## config.mk

```make
export PLATFORM = sky130hd
export DESIGN_NAME = step_motion_ctrl
export DESIGN_NICKNAME = d
export VERILOG_FILES = /design/src/rtl/stepper_pkg.sv /design/src/rtl/step_ramp_timer.sv /design/src/rtl/step_motion_ctrl.sv
export SDC_FILE = /design/constraint.sdc
export NUM_CORES = 1
export LEC_CHECK = 0
export ABC_AREA = 0
export BUFFER_PORTS_ARGS = -buffer_cell sky130_fd_sc_hd__buf_2
export CORE_MARGIN = 1.5
export CORE_UTILIZATION = 55
export CTS_CLUSTER_DIAMETER = 80
export DETAILED_ROUTE_END_ITERATION = 6
export HOLD_SLACK_MARGIN = 0.1
export PLACE_DENSITY = 0.77
export SLEW_MARGIN = 20
export SYNTH_ARGS = -nofsm -noshare
export SYNTH_HDL_FRONTEND = slang
export SYNTH_SLANG_ARGS = --single-unit
```

## constraint.sdc

```tcl
create_clock -name CLK -period 8.4 [get_ports CLK]
set_clock_uncertainty 0.2 [all_clocks]
set_input_delay 1.68 -clock CLK [delete_from_list [all_inputs] [get_ports CLK]]
set_output_delay 1.68 -clock CLK [all_outputs]
set_load 0.01 [all_outputs]
```

## src/rtl/stepper_pkg.sv

```systemverilog
`default_nettype none
// ============================================================================
// Module   : stepper_pkg
// Brief    : Shared state and direction encodings for the stepper command path
// Revision : 1.0 - initial release
// ============================================================================
package stepper_pkg;

  typedef enum logic [1:0] {
    IDLE   = 2'd0,
    MOVE   = 2'd1,
    SETTLE = 2'd2,
    DONE   = 2'd3
  } state_t;

  localparam logic DIR_FWD = 1'b0;
  localparam logic DIR_REV = 1'b1;

  // Width needed to hold a ramp index in 0..ramp_steps
  function automatic int acc_width(input int ramp_steps);
    return (ramp_steps < 1) ? 1 : $clog2(ramp_steps + 1);
  endfunction

endpackage
`default_nettype wire

```

## src/rtl/step_ramp_timer.sv

```systemverilog
`default_nettype none
// ============================================================================
// Module   : step_ramp_timer
// Brief    : Step period timer with trapezoidal ramp index and terminal count
// Revision : 1.0 - initial release
// ============================================================================
module step_ramp_timer
  import stepper_pkg::*;
#(
  parameter int POS_W       = 16,
  parameter int DIV_W       = 20,
  parameter int PERIOD_SLOW = 400000,
  parameter int PERIOD_FAST = 50000,
  parameter int RAMP_STEPS  = 8,
  parameter int ACC_W       = acc_width(RAMP_STEPS)
) (
  input  logic             CLK,
  input  logic             RST,
  input  logic             start,
  input  logic             run,
  input  logic             step,
  input  logic             settle_load,
  input  logic [POS_W-1:0] remaining,
  output logic             tick,
  output logic [ACC_W-1:0] acc_idx
);

  localparam int               DELTA         = (PERIOD_SLOW - PERIOD_FAST) / RAMP_STEPS;
  localparam logic [ACC_W-1:0] c_ramp_max    = ACC_W'(RAMP_STEPS);
  localparam logic [ACC_W-1:0] c_acc_one     = ACC_W'(1);
  localparam logic [DIV_W-1:0] c_period_slow = DIV_W'(PERIOD_SLOW);
  localparam logic [DIV_W-1:0] c_one         = DIV_W'(1);

  logic [DIV_W-1:0] r_timer;
  logic [ACC_W-1:0] r_acc;
  logic [ACC_W-1:0] w_acc_next;

  function automatic logic [DIV_W-1:0] period_of(input logic [ACC_W-1:0] idx);
    return DIV_W'(PERIOD_SLOW - DELTA * int'(idx));
  endfunction

  // Decelerate once the steps left no longer cover the ramp already climbed
  always_comb begin
    w_acc_next = r_acc;
    if (remaining <= POS_W'(r_acc)) begin
      if (r_acc != '0) w_acc_next = r_acc - c_acc_one;
    end else if (r_acc < c_ramp_max) begin
      w_acc_next = r_acc + c_acc_one;
    end
  end

  assign tick    = run && (r_timer == c_one);
  assign acc_idx = r_acc;

  always_ff @(posedge CLK or posedge RST) begin
    if (RST) begin
      r_timer <= '0;
      r_acc   <= '0;
    end else if (start) begin
      r_timer <= c_period_slow;
      r_acc   <= '0;
    end else begin
      if (step) r_acc <= w_acc_next;
      if (settle_load)  r_timer <= c_period_slow;
      else if (step)    r_timer <= period_of(w_acc_next);
      else if (run)     r_timer <= r_timer - c_one;
    end
  end

endmodule
`default_nettype wire

```

## src/rtl/step_motion_ctrl.sv

```systemverilog
`default_nettype none
// ============================================================================
// Module   : step_motion_ctrl
// Brief    : Move-command stage issuing ramped step pulses to the coil sequencer.
//            Optional STEP_SOFT_LIMIT_EN adds POS_MIN/POS_MAX limits and limit_hit.
// Revision : 1.0 - initial release
// ============================================================================
module step_motion_ctrl
  import stepper_pkg::*;
#(
  parameter int POS_W       = 16,
  parameter int DIV_W       = 20,
  parameter int PERIOD_SLOW = 400000,
  parameter int PERIOD_FAST = 50000,
  parameter int RAMP_STEPS  = 8
`ifdef STEP_SOFT_LIMIT_EN
  ,
  parameter int POS_MIN     = -32768,
  parameter int POS_MAX     = 32767
`endif
) (
  input  logic             CLK,
  input  logic             RST,
  input  logic             cmd_valid,
  output logic             cmd_ready,
  input  logic             cmd_dir,
  input  logic [POS_W-1:0] cmd_steps,
  input  logic             abort,
  output logic             step_pulse,
  output logic             sentido,
  output logic             busy,
  output logic             done,
  output logic [POS_W-1:0] position
`ifdef STEP_SOFT_LIMIT_EN
  ,
  output logic             limit_hit
`endif
);

  localparam int ACC_W = acc_width(RAMP_STEPS);

  state_t           r_state;
  state_t           w_state_next;
  logic             r_sentido;
  logic [POS_W-1:0] r_position;
  logic [POS_W-1:0] r_remaining;
  logic [POS_W-1:0] w_acc_ext;
  logic [POS_W-1:0] w_rem_clip;
  logic [POS_W-1:0] w_rem_next;
  logic [ACC_W-1:0] w_acc_idx;
  logic             w_tick;
  logic             w_block;
  logic             w_step;
  logic             w_accept;
  logic             w_in_move;
  logic             w_run;
  logic             w_start;
  logic             w_settle_load;

  assign w_accept  = cmd_valid && (r_state == IDLE);
  assign w_in_move = (r_state == MOVE);
  assign w_run     = w_in_move || (r_state == SETTLE);

  // Abort clips the budget to what the current ramp needs to come down to a stop
  assign w_acc_ext  = POS_W'(w_acc_idx) + POS_W'(1);
  assign w_rem_clip = (w_in_move && abort && (r_remaining > w_acc_ext)) ? w_acc_ext : r_remaining;
  assign w_step     = w_in_move && w_tick && !w_block;
  assign w_rem_next = w_step ? (w_rem_clip - POS_W'(1)) : w_rem_clip;

`ifdef STEP_SOFT_LIMIT_EN
  localparam logic [POS_W-1:0] c_pos_min = POS_W'(POS_MIN);
  localparam logic [POS_W-1:0] c_pos_max = POS_W'(POS_MAX);

  logic r_limit_hit;

  assign w_block = w_in_move && w_tick &&
                   ((r_sentido == DIR_FWD) ? ($signed(r_position) >= $signed(c_pos_max))
                                           : ($signed(r_position) <= $signed(c_pos_min)));

  always_ff @(posedge CLK or posedge RST) begin
    if (RST)           r_limit_hit <= 1'b0;
    else if (w_accept) r_limit_hit <= 1'b0;
    else if (w_block)  r_limit_hit <= 1'b1;
  end

  assign limit_hit = r_limit_hit;
`else
  assign w_block = 1'b0;
`endif

  step_ramp_timer #(
    .POS_W       (POS_W),
    .DIV_W       (DIV_W),
    .PERIOD_SLOW (PERIOD_SLOW),
    .PERIOD_FAST (PERIOD_FAST),
    .RAMP_STEPS  (RAMP_STEPS),
    .ACC_W       (ACC_W)
  ) u_ramp (
    .CLK         (CLK),
    .RST         (RST),
    .start       (w_start),
    .run         (w_run),
    .step        (w_step),
    .settle_load (w_settle_load),
    .remaining   (w_rem_next),
    .tick        (w_tick),
    .acc_idx     (w_acc_idx)
  );

  always_ff @(posedge CLK or posedge RST) begin
    if (RST) r_state <= IDLE;
    else     r_state <= w_state_next;
  end

  always_comb begin
    w_state_next  = r_state;
    w_start       = 1'b0;
    w_settle_load = 1'b0;
    cmd_ready     = (r_state == IDLE);
    busy          = w_run;
    done          = (r_state == DONE);
    step_pulse    = w_step;
    case (r_state)
      IDLE: begin
        if (w_accept) begin
          w_start      = 1'b1;
          w_state_next = (cmd_steps != '0) ? MOVE : DONE;
        end
      end
      MOVE: begin
        if (w_block || (w_step && (w_rem_next == '0))) begin
          w_settle_load = 1'b1;
          w_state_next  = SETTLE;
        end
      end
      SETTLE:  if (w_tick) w_state_next = DONE;
      DONE:    w_state_next = IDLE;
      default: w_state_next = IDLE;
    endcase
  end

  always_ff @(posedge CLK or posedge RST) begin
    if (RST) begin
      r_sentido   <= DIR_FWD;
      r_remaining <= '0;
      r_position  <= '0;
    end else begin
      if (w_accept) begin
        r_sentido   <= cmd_dir;
        r_remaining <= cmd_steps;
      end else if (w_in_move) begin
        r_remaining <= w_rem_next;
      end
      if (w_step)
        r_position <= (r_sentido == DIR_FWD) ? (r_position + POS_W'(1)) : (r_position - POS_W'(1));
    end
  end

  assign sentido  = r_sentido;
  assign position = r_position;

endmodule
`default_nettype wire

```

# After elaboration in Yosys (flattened, before gate mapping)
# Cells that the tools add are included.
word_totals:
  output_inout_bits: 21
  regBits: 59
  inputBits: 21
op_classes:
  eq_ne: 7
  mul: 1
  magnitude_cmp: 3
  add_sub_neg: 8
  muxes: 23
  reduce_logical: 15
ops:
  columns: ["op", "n"]
  rows:
  - ["$mux 16", 5]
  - ["$mux 20", 4]
  - ["$sub 16x1->16 const B", 2]
  - ["$eq 20x1->1 const B", 1]
  - ["$mux 4", 5]
  - ["$sub 20x1->20 const B", 1]
  - ["$sub 20x20->20 const A", 1]
  - ["$mul 15x4->19 const A", 1]
  - ["$add 16x1->16 const B", 1]
  - ["$gt 16x5->1", 1]
  - ["$le 16x4->1", 1]
  - ["$logic_not 16->1", 1]
  - ["$reduce_bool 16->1", 1]
  - ["$mux 2", 4]
  - ["$pmux 2 s4", 1]
  - ["$reduce_bool 4->1", 2]
  - ["$logic_and 1x1->1", 6]
  - ["$add 4x1->5 const B", 1]
  - ["$add 4x1->4 const B", 1]
  - ["$eq 2x2->1 const B", 2]
  - ["$lt 4x4->1 const B", 1]
  - ["$mux 1", 4]
  - ["$ne 2x1->1 const B", 2]
  - ["$reduce_bool 2->1", 2]
  - ["6 further kinds", 6]

# Longest topological paths before layout
depth:
  word_depth: 13
  mapped_depth: 44
  depth_no_buf: 42

# Hierarchy
# From an unflattened synthesis, not the netlist that was laid out.
unflattened:
  cells_unflattened: 717
  hier_area_um2: 5855.6
modules_own_cells:
  columns: ["mod", "n_inst", "area_per_inst_um2", "cells_each"]
  rows:
  - ["step_motion_ctrl", 1, 3021.6, 377]
  - ["step_ramp_timer", 1, 2834.0, 340]

# Worst setup path before layout
# OpenSTA, ideal clock, no wires.
synth_path:
  path_kind: "input to register"
  from: "input port abort"
  to: "register u_ramp.r_timer[19]"
  path_buffers: 1
  stages: 35
  arrival_time_ps: 8528
  slack_ps: -428
  path_cell_list: "and2_0 o41a_1 a21o_1 nor2_2 clkbuf_1 nor2_1 a21oi_1 ha_1 or4b_1 or3_1 o31ai_2 a32o_1 a41o_1 nand4b_1 nor2_1 nand2_1 nand2_1 o22ai_1 a41oi_1 inv_1 ha_1 ha_1 ha_1 a21o_1 a21oi_1 o21bai_1 a21oi_1 o21bai_1 a21oi_1 xnor2_1 nand2_1 o22a_1 nor3_1 xnor2_1 a311oi_1"
synth_via:
  elab_chain_len: 12
  elab_cells_between_ends: 17
  classes_between: "add/sub: 2; mul: 1; order compare: 1; mux: 8; reduce/logical: 5"
synth_rtl:
  columns: ["item", "line_no", "text"]
  rows:
  - ["start: declaration", "step_motion_ctrl.sv:28", "input logic abort,"]
  - ["$logic_and 1x1->1 (*) (2 in series)", "step_motion_ctrl.sv:66", "assign w_rem_clip = (w_in_move && abort && (r_remaining > w_acc_ext)) ? w_acc_ext : r_remaining;"]
  - ["$mux 16 (*)", "step_motion_ctrl.sv:66", null]
  - ["$sub 16x1->16", "step_motion_ctrl.sv:68", "assign w_rem_next = w_step ? (w_rem_clip - POS_W'(1)) : w_rem_clip;"]
  - ["$mux 16 (*)", "step_motion_ctrl.sv:68", null]
  - ["$le 16x4->1", "step_ramp_timer.sv:45", "if (remaining <= POS_W'(r_acc)) begin"]
  - ["$mux 4", "step_ramp_timer.sv:45", null]
  - ["$mul 15x4->19", "step_ramp_timer.sv:39", "return DIV_W'(PERIOD_SLOW - DELTA * int'(idx));"]
  - ["$sub 20x20->20", "step_ramp_timer.sv:39", null]
  - ["$mux 20", "step_ramp_timer.sv:65", "else if (step) r_timer <= period_of(w_acc_next);"]
  - ["$mux 20", "step_ramp_timer.sv:64", "if (settle_load) r_timer <= c_period_slow;"]
  - ["$mux 20", "step_ramp_timer.sv:59", "end else if (start) begin"]
  - ["end signal: assignment", "step_ramp_timer.sv:60", "r_timer <= c_period_slow;"]
  - ["end signal: assignment", "step_ramp_timer.sv:64", null]
  - ["end signal: assignment", "step_ramp_timer.sv:65", null]
  - ["end: declaration", "step_ramp_timer.sv:34", "logic [DIV_W-1:0] r_timer;"]
# Mark *: on every way between the ends. The rest lies on a longest branch, timed or not.
# A chain may end at the register's enable or synchronous reset.

# Worst setup path in the final report
layout_path:
  from: "input port abort"
  to: "register u_ramp.r_timer[15]"
# The elaborated chain is that of the path after synthesis.

==> summary.txt <==
Status
  – Status: completed

Global route
  – Congestion Overflow GR: 0
  – Total GRT Usage: between 30 and 40%
  – Pin count of the biggest net entering global routing: 55
  – Vias in the first global route: between 5000 and 6000
  – First-pass GRT wire length: between 20 and 30 mm
  – Initial antenna violation count: 0

Cells and area
  – Ant. Diodes: 0
  – Final nets: slightly above 900
  – Fill cells: between 800 and 900
  – P&R area growth vs syn: 18.5%
  – Multi-input logic area: 4500 um^2
  – Reg area: ~1500 um^2
  – Layout cells sized above 1: 22.0%

STA
  – Final period util: a little over nine tenths
  – Final Slew Violations: 0
  – Worst-margin pin slew: 741 ps
  – Final setup violation count: 0
  – Relative slew slack: about 50%
  – Min cycle time layout: approximately 8100 ps
  – Maximum clock frequency: about 0.12 GHz
  – Hold Slack: between 200 and 300 ps
  – Setup TNS Final: 0 ps
  – Fin. Hold Viols: 0

Synthesis
  – Main synth FF type: dfrtp_1
  – Count of different cell masters after synthesis: 88
  – Post-synth EDFFs: 0
  – Ys async rst share: between 90% and 100%
  – Yosys Warn Count: 0
  – Mapped Avg Cell Area: between 7 and 8 um^2
  – Sequential share of the synthesized area: around 25%
  – Synth Register Bits: approximately 60
  – Cell Area, Synth: about 6000 um^2
  – Mapped Cells: between 700 and 800
  – Mapped Nets: between 800 and 900

Place
  – Detailed placer's ending HPWL: roughly 12 mm
  – Number of I/O port buffers: between 40 and 50
  – RePlAce Congestion: ~0.93

Pwr
  – LEAKAGE: around 3.1 nW
  – Combinational cell fraction of total power: 2.5%
  – Total power: around 0.00054 W
  – Clk pwr share: around 45%
  – Power per Cell Area: approximately 77 nW/um^2
  – Int Pwr: 0.000410 W
  – Sw Share: around a quarter
  – Worst VDD drop: between 50 and 60 uV
  – Psw: 0.000133 W
  – Share of power burned in registers: 52.3%

Clock network
  – CTS Sinks: 59
  – Clk slew on worst S/H paths: 70 ps
  – Clock root buffer: clkbuf_8
  – Clk Latency, worst-skew pair: 350 ps
  – H-tree Lvls: 3
  – CTS tree: built
  – Total CTS buffers: 9
  – Clock buffer depth: 2

Route
  – DR pass1 iterations: 5
  – Detail Route Antenna Nets: 0
  – Drc violations: 0
  – Total wire length: around 17 mm
  – 1st-iter DRT viols: 522
  – Vias/cell: 6.20
  – Routed len/inst: between 15 and 20 um
  – Routed vias: 6023

Die
  – Die H: roughly 110 um
  – Site Rows: 37
  – Io pins: between 40 and 50
  – Die width: about 110 um
  – Total die area: 11500 um^2
  – Initial Utilization: 57.4%
  – Core Area: 10400 um^2

Hold path
  – Hold Path Class: flip-flop to flip-flop
  – Hold_sp: position[15]$_DFFE_PP0P_
  – Hold Crit Depth: 1
  – WHS Endpoint: position[15]$_DFFE_PP0P_

Setup path
  – CP max-delay cell: or4b_4
  – Nature of the critical path endpoint: flip-flop
  – CP max FO: 6
  – Worst R2R End: u_ramp.r_timer[15]$_DFFE_PP0P_
  – CP max stage delay: ~460 ps
  – Req. time, crit path: 8440 ps
  – Worst R2R Start: u_ramp.acc_idx[1]$_DFFE_PP0P_
  – CP arrival: a little over 8000 ps
  – R2r worst-path depth: 38
  – CP startpoint kind: primary input
  – WS Path Type: primary input to flip-flop
  – Most frequent CP cell: ha_1
  – Worst R2R Setup Slack: about 320 ps

Run
  – Max-Cap Viols: 0
cell families (layout without fill, tap and decap cells):
group | after synthesis | in the layout | synth area share, %
xor gates and xnor gates | 44 | 44 | 6.45
and+or+nand+nor | 303 | 303 | 25.9
muxes | 10 | 10 | 1.74
adders and majority gates | 61 | 61 | 13.4
buffers and inverters | 72 | 153 | 4.77
AOI/OAI and AO/OA | 205 | 205 | 23.1
DFF | 59 | 59 | 24.7
metal layers:
metal | share of wire, % | global-route usage, % | vias up
met5 | 0 | 0 | -
met4 | 2.7 | 11.4 | 0
met3 | 6.5 | 4.80 | 41
met2 | 47 | 48.2 | 228
met1 | 44 | 40.7 | 2867
li1 | - | - | 2887
repair_timing:
action | 4_1_cts | 5_1_grt
pin swaps | 2 | 24
hold buffers | 0 | 0
buffers inserted | 4 | 9
endpoints found under the hold margin | 0 | 0
setup endpoints to repair | 8 | 12
gates resized for setup | 5 | 46
per-stage QoR:
step                instances  setup WS, ps  area [um^2]  util [%]
floorplan                 754          9.78         6000         -
global placement          942          19.7         6540      62.8
detailed placement        942          -220         6540      62.8
CTS                       962          35.6         6780      65.1
global route              971          -130         7080      68.0
finish                    971           265         7080      68.0
cells in the final DEF, fill, tap and decap left out, types with 7 or more instances in the layout:
master	Yosys	routed
o31ai_1	9	8
nand2_1	86	85
dfrtp_1	59	58
buf_4	0	47
clkbuf_8	0	11
o22ai_1	8	7
nor3_1	30	29
buf_2	6	41
xor2_1	15	12
a21oi_1	54	47
nand3_1	19	18
nor4_1	15	15
a21oi_2	1	8
or3_1	14	13
inv_1	46	41
o21ai_0	47	45
nor2_1	72	68
nor2b_1	9	9
ha_1	56	49
xnor2_1	29	28
mux2i_1	7	7
a21o_1	8	8
a31oi_1	9	8
a211oi_1	10	10
worst max-delay path, delay by kind of cell:
kind,cells,cell delay [ps]
buffers and inverters,4,520
AO/OA/AOI/OAI,15,2820
XOR/XNOR,1,130
adder cells (fa/ha/maj),4,990
AND/OR/NAND/NOR,11,1990
synthesized netlist by cell type (all sizes together) (9+ instances only):
cell type  number  area share (%)
or3            16             1.7
a31oi          10             1.3
nand2          88             5.6
ha             56              12
a21o            9             1.2
o31ai          10             1.3
nor4           17             2.1
nor2           73             4.6
a211oi         11             1.5
inv            47             3.0
xor2           15             2.2
nor2b           9            0.94
xnor2          29             4.3
o21ai          50             4.3
nand3          19             1.6
dfrtp          59              25
a21oi          55             4.7
nor3           30             2.5
clkbuf         17             1.1
final cells by class:
type | instances | area share, %
well taps | 136 | 2.40
inverters | 47 | 2.49
clock inverters | 4 | 0.353
flip-flops and latches | 59 | 20.9
repair buffers | 90 | 8.20
multi-input cells | 623 | 63.5
clock buffers | 12 | 2.19
flip-flops by register name, indices dropped and copies added, names as in the netlist:
signal and cells:
u_ramp.acc_idx 4, r_state 2, u_ramp.r_timer 20, r_remaining 16, position 16, sentido 1
worst max-delay path by stage:
stage	startpoint	endpoint	slack (ps)
finish	abort	u_ramp.r_timer[15]$_DFFE_PP0P_	260
global route	abort	u_ramp.r_timer[15]$_DFFE_PP0P_	-130
CTS	u_ramp.acc_idx[1]$_DFFE_PP0P_	u_ramp.r_timer[19]$_DFFE_PP0P_	40
detailed placement	abort	u_ramp.r_timer[19]$_DFFE_PP0P_	-220
global placement	abort	u_ramp.r_timer[19]$_DFFE_PP0P_	20
floorplan	abort	u_ramp.r_timer[19]$_DFFE_PP0P_	10
power groups by stage:
stage | clock network [W] | registers (W) | logic [W]
floorplan | 0 | 0.000289 | 0.00000471
global placement | 0 | 0.000289 | 0.0000132
CTS | 0.000247 | 0.000284 | 0.0000136
detailed placement | 0 | 0.000289 | 0.0000136
finish | 0.000246 | 0.000284 | 0.0000133
global route | 0.000262 | 0.000284 | 0.0000151
Power figures use the tool's default switching activity.
